$ cat src/rtl/fifo_sync_v2_pkg.sv
// fifo_pkg: shared read-mode type and width helpers for fifo_sync_v2
package fifo_pkg;
  typedef enum logic {FIFO_STD, FIFO_FWFT} fifo_mode_e;
  function automatic int fifo_aw(input int depth);
    return $clog2(depth);
  endfunction
  function automatic int fifo_cw(input int depth);
    return $clog2(depth + 1);
  endfunction
endpackage

$ cat src/rtl/fifo_sync_v2_if.sv
// fifo_sync_v2_if: producer/consumer bus of fifo_sync_v2; parity_err present with FIFO_SYNC_V2_PARITY_EN
interface fifo_sync_v2_if #(parameter int DEPTH = 8, parameter int WIDTH = 32);
  logic we, re, rvalid, full, almost_full, empty, almost_empty, overflow, underflow;
  logic [WIDTH-1:0] wdata, rdata;
  logic [fifo_pkg::fifo_cw(DEPTH)-1:0] count;
`ifdef FIFO_SYNC_V2_PARITY_EN
  logic parity_err;
  modport master (output we, wdata, re, input rdata, rvalid, full, almost_full, empty, almost_empty, count, overflow, underflow, parity_err);
  modport slave (input we, wdata, re, output rdata, rvalid, full, almost_full, empty, almost_empty, count, overflow, underflow, parity_err);
`else
  modport master (output we, wdata, re, input rdata, rvalid, full, almost_full, empty, almost_empty, count, overflow, underflow);
  modport slave (input we, wdata, re, output rdata, rvalid, full, almost_full, empty, almost_empty, count, overflow, underflow);
`endif
endinterface

$ cat src/rtl/fifo_sync_v2_ptr_wrap.sv
// fifo_ptr_wrap: pointer counter that wraps from DEPTH-1 to 0 for any DEPTH
module fifo_ptr_wrap import fifo_pkg::*; #(parameter int DEPTH = 8) (
  input  logic clk,
  input  logic rst,
  input  logic inc,
  output logic [fifo_aw(DEPTH)-1:0] ptr
);
  localparam int AW = fifo_aw(DEPTH);
  // advance on each accepted operation, explicit wrap for non-power-of-two depths
  always_ff @(posedge clk)
    if (!rst) ptr <= '0;
    else if (inc) ptr <= (ptr == AW'(DEPTH - 1)) ? '0 : ptr + 1'b1;
endmodule

$ cat src/rtl/fifo_sync_v2.sv
// fifo_sync_v2: single-clock FIFO, any depth, STD/FWFT read; FIFO_SYNC_V2_PARITY_EN adds stored parity and parity_err
module fifo_sync_v2 import fifo_pkg::*; #(
  parameter int DEPTH = 8,
  parameter int WIDTH = 32,
  parameter int AF_THRESH = DEPTH - 1,
  parameter int AE_THRESH = 1,
  parameter fifo_mode_e MODE = FIFO_STD
) (
  input logic clk,
  input logic rst,
  fifo_sync_v2_if.slave bus
);
  localparam int AW = fifo_aw(DEPTH);
  localparam int CW = fifo_cw(DEPTH);
`ifdef FIFO_SYNC_V2_PARITY_EN
  localparam int MW = WIDTH + 1;
`else
  localparam int MW = WIDTH;
`endif
  if (DEPTH < 2 || AF_THRESH < 1 || AF_THRESH > DEPTH || AE_THRESH < 0 || AE_THRESH > DEPTH - 1) begin : g_bad_param
    $error("fifo_sync_v2: illegal DEPTH/AF_THRESH/AE_THRESH");
  end
  logic [MW-1:0] mem [DEPTH];
  logic [MW-1:0] head, wentry;
  logic [AW-1:0] wptr, rptr;
  logic [CW-1:0] count;
  logic wr_ok, rd_ok, full, empty;
  assign full = count == CW'(DEPTH);
  assign empty = count == '0;
  assign wr_ok = bus.we && !full;
  assign rd_ok = bus.re && !empty;
  assign head = mem[rptr];
`ifdef FIFO_SYNC_V2_PARITY_EN
  assign wentry = {^bus.wdata, bus.wdata};
`else
  assign wentry = bus.wdata;
`endif
  assign bus.count = count;
  assign bus.full = full;
  assign bus.empty = empty;
  assign bus.almost_full = count >= CW'(AF_THRESH);
  assign bus.almost_empty = count <= CW'(AE_THRESH);
  fifo_ptr_wrap #(.DEPTH(DEPTH)) u_wptr (.clk(clk), .rst(rst), .inc(wr_ok), .ptr(wptr));
  fifo_ptr_wrap #(.DEPTH(DEPTH)) u_rptr (.clk(clk), .rst(rst), .inc(rd_ok), .ptr(rptr));
  // storage is deliberately not reset
  always_ff @(posedge clk)
    if (wr_ok) mem[wptr] <= wentry;
  // occupancy and rejected-request pulses
  always_ff @(posedge clk)
    if (!rst) begin
      count <= '0;
      bus.overflow <= 1'b0;
      bus.underflow <= 1'b0;
    end else begin
      count <= (wr_ok && !rd_ok) ? count + 1'b1 : (rd_ok && !wr_ok) ? count - 1'b1 : count;
      bus.overflow <= bus.we && full;
      bus.underflow <= bus.re && empty;
    end
  if (MODE == FIFO_STD) begin : g_std
    logic [WIDTH-1:0] rdata_q;
    logic rvalid_q;
    // registered read: data captured on the accepted pop, valid for one cycle
    always_ff @(posedge clk)
      if (!rst) begin
        rdata_q <= '0;
        rvalid_q <= 1'b0;
      end else begin
        rvalid_q <= rd_ok;
        if (rd_ok) rdata_q <= head[WIDTH-1:0];
      end
    assign bus.rdata = rdata_q;
    assign bus.rvalid = rvalid_q;
`ifdef FIFO_SYNC_V2_PARITY_EN
    logic perr_q;
    // parity check registered alongside the read data
    always_ff @(posedge clk)
      if (!rst) perr_q <= 1'b0;
      else perr_q <= rd_ok && ^head;
    assign bus.parity_err = perr_q;
`endif
  end else begin : g_fwft
    assign bus.rvalid = !empty;
    assign bus.rdata = empty ? '0 : head[WIDTH-1:0];
`ifdef FIFO_SYNC_V2_PARITY_EN
    assign bus.parity_err = !empty && ^head;
`endif
  end
endmodule

$ cat src/flat_wrapper.sv
// flat-port wrapper written by rule: the top's interface ports become plain ports
module fifo_sync_v2_flat import fifo_pkg::*;
#(
  parameter int DEPTH = 8,
  parameter int WIDTH = 32,
  parameter int AF_THRESH = DEPTH - 1,
  parameter int AE_THRESH = 1,
  parameter fifo_mode_e MODE = FIFO_STD
)
  (clk, rst, bus_we, bus_wdata, bus_re, bus_rdata, bus_rvalid, bus_full, bus_almost_full, bus_empty, bus_almost_empty, bus_count, bus_overflow, bus_underflow);
  fifo_sync_v2_if #(.DEPTH(DEPTH), .WIDTH(WIDTH)) bus_i ();
  input logic clk;
  input logic rst;
  input wire logic [$bits(bus_i.we)-1:0] bus_we;
  input wire logic [$bits(bus_i.wdata)-1:0] bus_wdata;
  input wire logic [$bits(bus_i.re)-1:0] bus_re;
  output wire logic [$bits(bus_i.rdata)-1:0] bus_rdata;
  output wire logic [$bits(bus_i.rvalid)-1:0] bus_rvalid;
  output wire logic [$bits(bus_i.full)-1:0] bus_full;
  output wire logic [$bits(bus_i.almost_full)-1:0] bus_almost_full;
  output wire logic [$bits(bus_i.empty)-1:0] bus_empty;
  output wire logic [$bits(bus_i.almost_empty)-1:0] bus_almost_empty;
  output wire logic [$bits(bus_i.count)-1:0] bus_count;
  output wire logic [$bits(bus_i.overflow)-1:0] bus_overflow;
  output wire logic [$bits(bus_i.underflow)-1:0] bus_underflow;
  assign bus_i.we = bus_we;
  assign bus_i.wdata = bus_wdata;
  assign bus_i.re = bus_re;
  assign bus_rdata = bus_i.rdata;
  assign bus_rvalid = bus_i.rvalid;
  assign bus_full = bus_i.full;
  assign bus_almost_full = bus_i.almost_full;
  assign bus_empty = bus_i.empty;
  assign bus_almost_empty = bus_i.almost_empty;
  assign bus_count = bus_i.count;
  assign bus_overflow = bus_i.overflow;
  assign bus_underflow = bus_i.underflow;
  fifo_sync_v2 #(.DEPTH(DEPTH), .WIDTH(WIDTH), .AF_THRESH(AF_THRESH), .AE_THRESH(AE_THRESH), .MODE(MODE)) u_core (.clk(clk), .rst(rst), .bus(bus_i));
endmodule
$ cat config.mk
export PLATFORM = sky130hd
export DESIGN_NAME = fifo_sync_v2_flat
export DESIGN_NICKNAME = d
export VERILOG_FILES = /design/src/rtl/fifo_sync_v2_pkg.sv /design/src/rtl/fifo_sync_v2_if.sv /design/src/rtl/fifo_sync_v2_ptr_wrap.sv /design/src/rtl/fifo_sync_v2.sv /design/src/flat_wrapper.sv
export SDC_FILE = /design/constraint.sdc
export NUM_CORES = 1
export LEC_CHECK = 0
export BUFFER_PORTS_ARGS = -buffer_cell sky130_fd_sc_hd__buf_2
export CAP_MARGIN = 20
export CORE_AREA = 2 2 130 157
export DETAILED_ROUTE_END_ITERATION = 10
export DIE_AREA = 0 0 132 159
export PLACE_DENSITY = 0.77
export SKIP_LAST_GASP = 1
export SYNTH_ARGS = -nofsm -noshare
export SYNTH_HDL_FRONTEND = slang
export SYNTH_HIERARCHICAL = 1
export SYNTH_SLANG_ARGS = --single-unit
$ cat constraint.sdc
create_clock -name clk -period 8.2 [get_ports clk]
set_clock_uncertainty 0.2 [all_clocks]
set_input_delay 1.23 -clock clk [delete_from_list [all_inputs] [get_ports clk]]
set_output_delay 1.23 -clock clk [all_outputs]
set_load 0.05 [all_outputs]
==> results by group <==
Yosys
  • Top-count cell post-synth: edfxtp_1
  • Average cell area after synthesis: roughly 16 sq um
  • Top_reg_cell synth: edfxtp_1
  • Syn Inst Count: 700
  • Post-synthesis sequential area ratio: 74.5%
  • Net Count, Synth: about 750
  • Top cells by count, synth: edfxtp_1, mux2i_1, a22oi_1, dfxtp_1, nor2_1
  • Cell taking the most area after synthesis: edfxtp_1
  • Synthesized area: around 12,000 sq um
  • Yosys cell types: 37
  • Synth area leaders: edfxtp_1, mux2i_1, dfxtp_1
  • Yosys top cell area share: 66.6%
  • Number of synthesized register bits: 301
  • Ys async rst share: 0%
  • EDFF count, synth: roughly 260
  • Yosys warns: 6

Timing
  • TNS Setup: 0 ns
  • Peak Freq: 297 MHz
  • Rel. slew slack: between 20% and 30%
  • Pins Over Slew Limit: 0
  • Final hold vios: 0
  • Final setup viols: 0
  • Final min period: 3.37 ns
  • Least-Margin Pin Slew: between 1 and 1.5 ns
  • RSZ-0062 raised after global routing: no
  • Final period util: 41.1%

Clocking
  • Root buffer cell: clkbuf_16
  • Sink Count: 301
  • Total CTS buffers: 28
  • CTS HTree Levels: 1
  • CTS tree: done
  • Clock Latency Late Sink: 0.53 ns
  • Register clock-pin slew on the reported worst setup and hold paths: 0.06 ns
  • Setup Fix Bufs, Post-CTS: 0
  • Clk buf depth: 3
  • Hold-fix buffers at CTS: 0
  • Post-CTS sizing: 0

Layout
  • Final core utilization: between 60 and 70%
  • Diodes inserted: 0
  • Area growth, synth to finish: 13.5%
  • Non-Filler Instances: 1,063
  • Final-stage net count: just over 800
  • Share of cells above drive strength 1: 18.5%

Placement
  • PortBufs: 78
  • DP HPWL: 11,900 um
  • RePlAce Congestion: ~0.73
  • Inst Count DP: 1,008

Detailed routing
  • Vias/cell: roughly 5.8
  • Wirelength, routed: 21,500 um
  • Via count: 6,178
  • DRC: 0
  • Met1 WL: 8700 um
  • Routed length on met3: roughly 1000 um
  • Remaining antenna violation count: 0
  • Met2 WL: 11,500 um
  • DRT iter0 DRCs: 481
  • Top Metal Used: met5
  • 1st-pass router iterations: 4
  • Drt wl/cell: 20.3 um

Critical path
  • Slowest-stage cell, CP: or3b_4
  • Kind of critical path: flop to output port
  • Most Frequent Cell on Critical Path: inv_1
  • CP max stage delay: 0.41 ns
  • Top delay family on crit path: buffers and inverters
  • R2r setup slk: 4.87 ns
  • Crit-path cells: inv_1 > ha_1 > or3b_4 > inv_1 > buf_2
  • WP data required: slightly below 7 ns
  • CP Data Arrival Time: 1.94 ns
  • Worst path buffer plus inverter count: 3
  • Worst setup SP type: flop
  • Crit end category: output port
  • Worst-path maximum fanout: 6

Min path
  • Worst hold path type: flop to flop

Pwr
  • Power Total: 0.00423 W
  • IR drop worst, VDD: 0.260 mV
  • Lkg Pwr: 4.48 nW
  • Pwr dens: 323 nW/um^2

Die
  • Die area: around 21,000 sq um
  • Die extent in y: 159 um
  • Die Wd: 132 um
  • Ports: 79
  • Total core area: around 19,000 sq um
  • Row cnt: 56
  • Initial Util: 59.4%

GRT
  • Largest net degree at the start of global routing: 54
  • First-pass GRT wire length: 33,600 um
  • GRT Util Overall: 20.2%
  • Initial antenna violation count: 1
  • Number of global-route vias before repair: 6,460
  • Grt total ovfl: 0

Flow run
  • Max-cap violations: 0

Run status
  • Outcome: finished clean
routing by layer:
metal / vias up / global-route usage (%)
met4: 2 / 6.03
li1: 2877 / -
met5: - / 0
met3: 34 / 2.71
met2: 165 / 37.7
met1: 3100 / 24.4
area by class of cell:
cell class | count | area, sq um
clock inverters | 17 | 134
repair buffers | 89 | 510
multi-input cells | 356 | 2760
inverters | 4 | 15.0
clock buffers | 35 | 758
fillers | 1301 | 6310
well taps | 261 | 327
flip-flops and latches | 301 | 8590
sequential cells by signal (all words and copies together) (netlist names):
name,count
u_core/u_wptr/ptr,3
u_core/bus.count,4
u_core/u_rptr/ptr,3
u_core/bus.rdata,32
u_core/mem,256
u_core/bus.overflow,1
u_core/bus.rvalid,1
u_core/bus.underflow,1
worst paths after layout:
path,startpoint,to,cells past startpoint
max,u_core/bus.count[1]$_SDFFE_PN0P_,bus_empty,5
min,u_core/bus.rdata[5]$_SDFFE_PN0P_,u_core/bus.rdata[5]$_SDFFE_PN0P_,2
max reg2reg,u_core/bus.count[0]$_SDFFE_PN0P_,u_core/mem[5][14]$_DFFE_PP_,6
min reg2reg,u_core/bus.rdata[5]$_SDFFE_PN0P_,u_core/bus.rdata[5]$_SDFFE_PN0P_,2
layout by cell type (no fill, tap or decap), types with 6 or more instances in the layout:
master and instances:
ha_1 9, nor2_4 6, buf_4 8, nand2_1 6, buf_2 78, dfxtp_1 44
clkinv_1 6, clkinv_2 7, a21oi_1 32, clkbuf_16 29, mux2i_1 131, a22oi_1 64
o21ai_0 25, nor2_1 35, o21ai_1 9, edfxtp_1 256
stage by stage:
| stage | cell area (sq um) | setup slack [ns] | hold slack, ns |
|---|---|---|---|
| detailed placement | 12100 | 4.51 | 0.292 |
| CTS | 13000 | 4.81 | 0.310 |
| global placement | 12100 | 4.62 | 0.286 |
| floorplan | 11500 | 3.33 | 0.292 |
| global route | 13100 | 4.61 | 0.329 |
| finish | 13100 | 4.83 | 0.305 |
worst reg2reg max path, delay by kind of cell, from the launching register on:
| family | cells | cell delay, ns |
|---|---|---|
| and+or+nand+nor | 4 | 1.97 |
| DFF | 1 | 0.44 |
| adders and majority gates | 1 | 0.22 |
| buffers and inverters | 1 | 0.10 |
kinds of logic (layout without fill, tap and decap cells):
kind of cell               after synthesis  after routing  share of synthesized area (%)
adders and majority gates                9              9                          0.976
and+or+nand+nor                         78             78                           3.45
AOI/OAI and AO/OA                      135            135                           7.37
muxes                                  131            131                           11.4
DFF                                    301            301                           74.5
xor gates and xnor gates                 3              3                          0.228
buffers and inverters                   43            145                           2.16
report_power, final:
| group | switching (W) | internal [W] | total (W) |
|---|---|---|---|
| clock network | 0.000520 | 0.000717 | 0.00124 |
| registers | 0.0000841 | 0.00180 | 0.00189 |
| logic | 0.000760 | 0.000343 | 0.00110 |
| total | 0.00136 | 0.00286 | 0.00423 |
Note: power is estimated with default switching activity, not from simulation.
